<file path="src/rtl/chaotic_pkg.sv">
// Shared types and width helpers for the chaotic bit extractor slice.
package chaotic_pkg;

  typedef enum logic [1:0] {
    IDLE,
    REQ,
    WAIT_V
  } req_state_t;

  // Width of a counter that must hold 0..max_val inclusive, never narrower than one bit.
  function automatic int cnt_width(input int max_val);
    return (max_val < 1) ? 1 : $clog2(max_val + 1);
  endfunction

  localparam int DEF_BIT_CNT_W  = cnt_width(16);
  localparam int DEF_DISC_CNT_W = cnt_width(8);
  localparam int DEF_LEVEL_W    = $clog2(4 + 1);

endpackage

</file>
<file path="src/rtl/chaotic_word_fifo.sv">
// Synchronous word FIFO with occupancy count; a written word becomes readable one cycle
// after its push, as it would with a registered-memory FIFO.
module chaotic_word_fifo #(
  parameter int WIDTH = 16,
  parameter int DEPTH = 4
) (
  input  logic                       clk,
  input  logic                       rst_n,
  input  logic                       push,
  input  logic [WIDTH-1:0]           wdata,
  input  logic                       pop,
  output logic [WIDTH-1:0]           rdata,
  output logic [$clog2(DEPTH+1)-1:0] count,
  output logic                       empty,
  output logic                       full
);

  localparam int AW = $clog2(DEPTH);
  localparam int CW = $clog2(DEPTH + 1);

  logic [WIDTH-1:0] mem [DEPTH];
  logic [AW-1:0]    wr_ptr;
  logic [AW-1:0]    rd_ptr;
  logic             push_q;
  logic             do_push;
  logic             do_pop;

  // The word pushed on the last edge is counted but not yet visible to the reader.
  assign empty   = (count == {{(CW-1){1'b0}}, push_q});
  assign full    = (count == CW'(DEPTH));
  assign do_pop  = pop && !empty;
  assign do_push = push && (!full || do_pop);
  assign rdata   = mem[rd_ptr];

  always_ff @(posedge clk or negedge rst_n) begin
    if (!rst_n) begin
      wr_ptr <= '0;
      rd_ptr <= '0;
      count  <= '0;
      push_q <= 1'b0;
      for (int i = 0; i < DEPTH; i++) begin
        mem[i] <= '0;
      end
    end else begin
      if (do_push) begin
        mem[wr_ptr] <= wdata;
        wr_ptr      <= wr_ptr + 1'b1;
      end
      if (do_pop) begin
        rd_ptr <= rd_ptr + 1'b1;
      end
      count  <= count + CW'(do_push) - CW'(do_pop);
      push_q <= do_push;
    end
  end

endmodule

</file>
<file path="src/rtl/chaotic_bit_extractor.sv">
// Paces chaotic-equation iterations, drops the transient, folds x/y/z low bits into words
// and streams them LSB-first over a valid/ready bit interface.
module chaotic_bit_extractor
  import chaotic_pkg::*;
#(
  parameter int DATA_WIDTH      = 64,
  parameter int BITS_PER_SAMPLE = 16,
  parameter int DISCARD_ITERS   = 8,
  parameter int FIFO_DEPTH      = 4
) (
  input  logic                            clk,
  input  logic                            rst_n,
  input  logic                            enable,
  input  logic                            busy,
  input  logic                            n1_valid,
  input  logic [DATA_WIDTH-1:0]           xn1,
  input  logic [DATA_WIDTH-1:0]           yn1,
  input  logic [DATA_WIDTH-1:0]           zn1,
  output logic                            calcu_ctrl,
  output logic                            bit_out,
  output logic                            bit_valid,
  input  logic                            bit_ready,
  output logic [$clog2(FIFO_DEPTH+1)-1:0] fifo_level,
  output logic                            discard_done,
  output logic                            spurious_valid
);

  localparam int K      = BITS_PER_SAMPLE;
  localparam int BIT_W  = cnt_width(K);
  localparam int DISC_W = cnt_width(DISCARD_ITERS);
  localparam logic [DISC_W-1:0] DISC_MAX = DISC_W'(DISCARD_ITERS);
  localparam logic [BIT_W-1:0]  BITS_MAX = BIT_W'(K);
  localparam logic [BIT_W-1:0]  BIT_ONE  = BIT_W'(1);

  req_state_t        state;
  req_state_t        next_state;
  logic [DISC_W-1:0] disc_cnt;
  logic [K-1:0]      word;
  logic [K-1:0]      fifo_rdata;
  logic              fifo_empty;
  logic              fifo_full;
  logic              result_fire;
  logic              push;
  logic [K-1:0]      sreg;
  logic [BIT_W-1:0]  bit_cnt;
  logic              last_accept;
  logic              load;
  logic              unused_hi;

  assign word      = xn1[K-1:0] ^ yn1[K-1:0] ^ zn1[K-1:0];
  assign unused_hi = ^{xn1[DATA_WIDTH-1:K], yn1[DATA_WIDTH-1:K], zn1[DATA_WIDTH-1:K]};

  assign discard_done = (disc_cnt == DISC_MAX);
  assign result_fire  = (state == WAIT_V) && n1_valid;
  assign push         = result_fire && discard_done;

  always_comb begin
    next_state = state;
    case (state)
      IDLE:    if (enable && !busy && !fifo_full) next_state = REQ;
      REQ:     next_state = busy ? IDLE : WAIT_V;
      WAIT_V:  if (n1_valid) next_state = IDLE;
      default: next_state = IDLE;
    endcase
  end

  // calcu_ctrl is registered so upstream sees a clean one-cycle level per request.
  always_ff @(posedge clk or negedge rst_n) begin
    if (!rst_n) begin
      state      <= IDLE;
      calcu_ctrl <= 1'b0;
    end else begin
      state      <= next_state;
      calcu_ctrl <= (next_state == REQ);
    end
  end

  always_ff @(posedge clk or negedge rst_n) begin
    if (!rst_n) begin
      disc_cnt       <= '0;
      spurious_valid <= 1'b0;
    end else begin
      if (result_fire && !discard_done) begin
        disc_cnt <= disc_cnt + 1'b1;
      end
      if (n1_valid && (state != WAIT_V)) begin
        spurious_valid <= 1'b1;
      end
    end
  end

  chaotic_word_fifo #(
    .WIDTH(K),
    .DEPTH(FIFO_DEPTH)
  ) u_fifo (
    .clk   (clk),
    .rst_n (rst_n),
    .push  (push),
    .wdata (word),
    .pop   (load),
    .rdata (fifo_rdata),
    .count (fifo_level),
    .empty (fifo_empty),
    .full  (fifo_full)
  );

  // Reloading on the final accepted bit keeps back-to-back words free of bubbles.
  assign last_accept = bit_valid && bit_ready && (bit_cnt == BIT_ONE);
  assign load        = (!bit_valid || last_accept) && !fifo_empty;
  assign bit_out     = sreg[0];

  always_ff @(posedge clk or negedge rst_n) begin
    if (!rst_n) begin
      sreg      <= '0;
      bit_cnt   <= '0;
      bit_valid <= 1'b0;
    end else if (load) begin
      sreg      <= fifo_rdata;
      bit_cnt   <= BITS_MAX;
      bit_valid <= 1'b1;
    end else if (bit_valid && bit_ready) begin
      sreg    <= sreg >> 1;
      bit_cnt <= bit_cnt - BIT_ONE;
      if (last_accept) begin
        bit_valid <= 1'b0;
      end
    end
  end

endmodule

</file>
<file path="config.mk">
export PLATFORM = sky130hd
export DESIGN_NAME = chaotic_bit_extractor
export DESIGN_NICKNAME = d
export VERILOG_FILES = /design/src/rtl/chaotic_pkg.sv /design/src/rtl/chaotic_word_fifo.sv /design/src/rtl/chaotic_bit_extractor.sv
export SDC_FILE = /design/constraint.sdc
export NUM_CORES = 1
export LEC_CHECK = 0
export CORE_MARGIN = 5
export CORE_UTILIZATION = 39
export DETAILED_ROUTE_END_ITERATION = 8
export GPL_ROUTABILITY_DRIVEN = 0
export PLACE_DENSITY = 0.77
export SYNTH_ARGS = -nofsm -noshare
export SYNTH_HDL_FRONTEND = slang
export SYNTH_SLANG_ARGS = --single-unit
export TNS_END_PERCENT = 30
</file>
<file path="constraint.sdc">
create_clock -name clk -period 2.5 [get_ports clk]
set_input_delay 0.25 -clock clk [delete_from_list [all_inputs] [get_ports clk]]
set_output_delay 0.25 -clock clk [all_outputs]
set_load 0.005 [all_outputs]
</file>
**Word-level counts from Yosys, hierarchy flattened**

Cells that the tools add are included.

- Equality and inequality tests: 8
- Magnitude comparators: 3
- Reduce and logical (&&, ||, !) cells: 23
- Bitwise operators: 4
- Add/sub/neg operators: 6
- Mux-type cells: 17

Operators by type and width:

| operator | number |
|---|---|
| $mux W16 | 5 |
| $bwmux W64 | 1 |
| $bmux W16 S2 | 1 |
| $demux W16 S2 | 1 |
| $xor A16 B16 Y16 | 2 |
| $logic_and A1 B1 Y1 | 12 |
| $mux W5 | 2 |
| $ge A3 B3 Y1 const B | 2 |
| $mux W2 | 3 |
| $not A2 Y3 | 2 |
| $pmux W2 S3 | 1 |
| $eq A5 B1 Y1 const B | 1 |
| $logic_not A1 Y1 | 5 |
| $sub A5 B1 Y5 const B | 1 |
| $add A2 B1 Y2 const B | 2 |
| $add A4 B1 Y4 const B | 1 |
| $eq A2 B1 Y1 const B | 2 |
| $eq A4 B4 Y1 const B | 1 |
| $reduce_bool A2 Y1 | 2 |
| $add A3 B1 Y3 | 1 |
| $eq A3 B1 Y1 | 1 |
| $eq A3 B3 Y1 const B | 1 |
| $lt A3 B1 Y1 const B | 1 |
| $mux W1 | 3 |
| 6 further kinds | 7 |

- Register bits after elaboration: 102
- Logic and storage cells: 76

**Longest topological paths before layout**

Gate-level depths: netlist of the first run.

- Depth after elaboration: 9
- Mapped depth: 10
- Depth with buffers taken out: 9

**Cells and area by module**

A second synthesis of the first run with hierarchy kept.

- Cells, all modules: 341
- Area total of the unflattened synthesis: 5188.7 sq um

Modules (own cells, without submodules):

| module | area an instance (sq um) | times used | cells an instance |
|---|---|---|---|
| chaotic_word_fifo | 3410.8 | 1 | 196 |
| chaotic_bit_extractor | 1778.0 | 1 | 145 |

**Worst setup path before layout of the first run**

OpenSTA, ideal clock, no wires.

- Path kind: reg2reg
- From: reg bit_cnt[1]
- To: reg u_fifo.count[2]
- Data required time: 2.377 ns
- Data arrival time: 2.183 ns
- Cell stages (with the launch flop): 11
- Clock period less this slack: 2.306 ns
- Path slack: 0.194 ns
- Path through: dfrtp_1 > inv_1 > ha_1 > nor4b_4 > a21boi_0 > or2_1 > buf_2 > xnor2_1 > ha_1 > fa_1 > xnor2_1

- Longest elaborated chain between the ends: 9

RTL lines:

| what | line | text |
|---|---|---|
| start: declaration | chaotic_bit_extractor.sv:45 | `logic [BIT_W-1:0] bit_cnt;` |
| start signal: assignment | chaotic_bit_extractor.sv:123 | `bit_cnt <= bit_cnt - BIT_ONE;` |
| $eq A5 B1 Y1 (*) | chaotic_bit_extractor.sv:108 | `assign last_accept = bit_valid && bit_ready && (bit_cnt == BIT_ONE);` |
| $logic_and A1 B1 Y1 (*) | chaotic_bit_extractor.sv:108 |  |
| $logic_or A1 B1 Y1 (*) | chaotic_bit_extractor.sv:109 | `assign load = (!bit_valid \|\| last_accept) && !fifo_empty;` |
| $logic_and A1 B1 Y1 (*) | chaotic_bit_extractor.sv:109 |  |
| $logic_and A1 B1 Y1 (*) | chaotic_word_fifo.sv:31 | `assign do_pop = pop && !empty;` |
| $logic_or A1 B1 Y1 | chaotic_word_fifo.sv:32 | `assign do_push = push && (!full \|\| do_pop);` |
| $logic_and A1 B1 Y1 | chaotic_word_fifo.sv:32 |  |
| $add A3 B1 Y3 | chaotic_word_fifo.sv:52 | `count <= count + CW'(do_push) - CW'(do_pop);` |
| $sub A3 B1 Y3 (*) | chaotic_word_fifo.sv:52 |  |
| end signal: assignment | chaotic_word_fifo.sv:52 |  |
| end: declaration | chaotic_word_fifo.sv:13 | `output logic [$clog2(DEPTH+1)-1:0] count,` |

Every way passes the cells marked *; elsewhere a longest branch is shown, timed or not.
A chain may end at the register's enable or synchronous reset.

**Worst setup path in the final report of the first run**

Same ends and word-level chain as after synthesis.

==> results list, run 1 <==
* Combinational group share of total power: 25.2%
- After synthesis, the netlist uses 40 different library cells.
- Minimum setup slack after placement: 0.190 ns
- The share of synthesized area in the top cell type comes to 51.0%.
* Die footprint: 15200 sq um
- For the pin with the worst max-slew slack, the measured transition is 0.587 ns.
- Buffers inserted during clock tree synthesis total 9.
- Yosys attributes the largest share of cell area to dfrtp_1 51%, mux2_2 11%, mux4_2 7.2%.
- Reported max-cap violation count: 0
* Number of standard cells after synthesis: 353
- After synthesis the cells add up to 5000 sq um.
* Portion of the clock cycle consumed by the worst path in the final layout: 91.4%
* Worst reg2reg setup slack: 0.21 ns
* Leakage power total: 2.79 nW
* Routed length per placed instance: 15.9 microns
- The final max-slew violation count was 0.
- FF-to-FF Start: bit_cnt[1]$_DFFE_PN0P_
* Post-DRT Antenna Nets: 0
- Data on the critical path arrives at its endpoint at 2.51 ns.
- Before antenna repair, the detailed router went through 4 iterations.
- Layout cells sized above 1: 27.6%
- Final hold analysis gives a worst-case slack of 0.456 ns.
* Initial antenna violation count: 0
- The share of total power dissipated in the clock network is 30.3%.
- Placed instance area: 5880 sq um
- The later pin in the worst-skew pair is clocked with a latency of 0.35 ns.
* Worst reg-to-reg path cell count: 9
* Peak Freq: 0.437 GHz
- Synthesis produced a netlist with a net count of 561.
- Crit. End Element: flip-flop
- Final period demand of the worst path: 2.29 ns
- Max Clock Skew: 0.0125 ns
- Measured along the x axis, the die boundary spans 123 microns.
- DRC violations left: 0
- The via count of the first global-routing pass was 3221.
- For this configuration, the core starts out at a cell density of 39.6%.
- During I/O placement, the number of pins put on the boundary was 206.
- Destination of the worst register-to-register timing path: u_fifo.count[2]$_DFF_PN0_
* Ys async rst share: 100%
- Layout area overhead: 24.1%
- Summed over all instances, the cell type with the most area after synthesis is dfrtp_1.
- Register area share after synthesis: 51.0%
- The first global-routing pass estimated 16.0 mm of wire.
* H-Tree Depth: 3
* Detailed-route wire length: 9.56 mm
- The min-delay analysis places its worst path in the category in2async.
- Flop pwr share: 44.5%
- Counting flops with a built-in enable in the synthesized netlist gives 0.
- Worst-case clock buffer depth: 2
- Startpoint type of the worst setup path: flip-flop
* VDD IR max: 0.375 mV
* Clock slew seen by the registers of the worst setup and hold paths: 0.07 ns
- Crit-path max FO: 3
* Overall routing resource usage: 13.7%
* Via count normalized by instance count: 4.99
- Final number of hold-violating endpoints: 0
- Via total after detailed routing: 2992
- Average instance area after synthesis: 14.2 sq um
- The completed layout was analyzed and its total power is 4.79 mW.
- In this run switching power makes up 29.6% of total power.
* Status: completed
- Resized Gates After CTS: 0
* Max transition margin: 60.9%
* Total Negative Setup Slacks: 0 ns
- Top FF cell, synth: dfrtp_1
* Top post-synthesis cells by count: 102 x dfrtp_1, 51 x mux2_2, 41 x xnor2_1
- Setup repair after global routing left no endpoint under its margin.
* Met2 wire len: 4.93 mm
- STA puts the critical path data required time at 2.73 ns.
- Once detailed placement completed, the half-perimeter wirelength came to 6.51 mm.
* #FFs+latches synth: 102
* Most repeated cell in the gate-level netlist after synthesis: dfrtp_1
* Diodes inserted: 0
- Layout Cell Area excl Fill: 6210 sq um
- Die Ht: 123 microns
* Nets: 631
- Internal portion of total power: 3.38 mW
* Highest metal layer with signal wires: met4
- Path type of the worst setup path: reg2reg
* Count of input and output buffers: 61
- Clock tree from TritonCTS: done
* Area inside the core boundary: 12600 sq um
- Setup violations remaining at the end of the flow were counted as 0.
- For this run, the number of Yosys warnings is 0.
* Drt initial violations: 172
* Power per cell area: 772 nW/um^2
* Number of sinks handled by clock tree synthesis: 102
* Overall overflow remaining after global route: 0
- Cell at the root of the clock tree: clkbuf_16
- The analysis attributes to net switching a power of 1.42 mW.
- Pin count of the biggest net entering global routing: 47
- After layout, the worst setup slack is 0.214 ns.
* Number of rows created at floorplan: 41
- Met3 Wirelength: 347 microns
- For this block, wires on met1 add up to 4.17 mm.
[critical path: stages, from the launching register on]
cell      delay (ns)
dfrtp_1         0.40
inv_1           0.08
ha_1            0.15
nor4b_4         0.24
a21boi_1        0.14
or2_1           0.28
xnor2_1         0.14
ha_1            0.20
fa_1            0.40
xnor2_1         0.14
[metrics by stage]
stage                     utilization (%)  instances
after floorplan                         -        353
after global routing                 49.2        600
final                                49.2        600
after global placement               46.6        582
after CTS                            49.1        599
after detailed placement             46.6        582
[state kept, by name (all words and copies together) (netlist names), 2 cells and up]
| register | count |
|---|---|
| u_fifo.wr_ptr | 2 |
| u_fifo.count | 3 |
| disc_cnt | 4 |
| u_fifo.rd_ptr | 2 |
| bit_cnt | 5 |
| u_fifo.mem | 64 |
| sreg | 16 |
| state | 2 |
[power groups by stage]
stage	Combinational [mW]	Sequential, mW	Clock (mW)
final	1.21	2.13	1.45
after CTS	1.23	2.13	1.49
after detailed placement	1.22	2.16	0
after global routing	1.35	2.17	1.56
after floorplan	0.819	2.09	0
after global placement	1.15	2.14	0
[cells in the final DEF (no fill, tap or decap), types with 7 or more instances in the layout]
| cell | n |
|---|---|
| xnor2_1 | 41 |
| mux4_2 | 16 |
| buf_4 | 12 |
| ha_1 | 9 |
| mux2_4 | 10 |
| mux2_2 | 51 |
| dfrtp_1 | 102 |
| nor3_1 | 17 |
| mux2i_1 | 15 |
| clkdlybuf4s50_1 | 60 |
| nor2_1 | 7 |
| a21oi_1 | 16 |
| inv_1 | 7 |
| clkbuf_16 | 9 |
[cell families after synthesis]
kind of cell,after synthesis,synth area share [%]
xor gates and xnor gates,45,7.88
DFF,102,51.0
AOI/OAI and AO/OA,24,3.00
and+or+nand+nor,51,7.13
buffers and inverters,25,2.73
muxes,96,25.6
adders and majority gates,10,2.65
[final cells by class]
type	instances	area, sq um
Sequential cell	102	2550
Clock buffer	11	253
Fill cell	1124	6410
Multi-Input combinational cell	226	2320
Inverter	7	26.3
Timing Repair Buffer	77	781
Clock inverter	5	61.3
Tap cell	172	215
[metal layers]
layer  vias to the layer above  GRT usage [%]
met5                         -              0
met3                         9           3.48
met2                        57           22.9
met1                      1531           17.3
met4                         0           4.57
li1                       1395              -
[timing repair]
item,CTS,global route
hold endpoints to repair,44,0
hold buffers,1,0
endpoints found under the setup margin,0,1
setup buffers,0,1
[worst max-delay path by stage]
| stage | start | to | slack [ns] | cells after the start |
|---|---|---|---|---|
| after floorplan | bit_cnt[1]$_DFFE_PN0P_ | u_fifo.count[2]$_DFF_PN0_ | 0.19 | 10 |
| after global placement | bit_cnt[1]$_DFFE_PN0P_ | u_fifo.count[2]$_DFF_PN0_ | 0.25 | 9 |
| after detailed placement | bit_cnt[1]$_DFFE_PN0P_ | u_fifo.count[2]$_DFF_PN0_ | 0.19 | 9 |
| after CTS | bit_cnt[1]$_DFFE_PN0P_ | u_fifo.count[2]$_DFF_PN0_ | 0.11 | 9 |
| after global routing | bit_cnt[1]$_DFFE_PN0P_ | u_fifo.count[2]$_DFF_PN0_ | 0.08 | 9 |
| final | bit_cnt[1]$_DFFE_PN0P_ | u_fifo.count[2]$_DFF_PN0_ | 0.21 | 9 |
(Power assumes the default switching activity.)
==> run 2: changes to the inputs <==
--- a/config.mk
+++ b/config.mk
@@ -5,6 +5,7 @@
 export SDC_FILE = /design/constraint.sdc
 export NUM_CORES = 1
 export LEC_CHECK = 0
+export ABC_CLOCK_PERIOD_IN_PS = 2500
 export CORE_MARGIN = 5
 export CORE_UTILIZATION = 39
 export DETAILED_ROUTE_END_ITERATION = 8
==> results of run 2 <==
No change in the layout: final DEF, timing and power equal those of run 1.
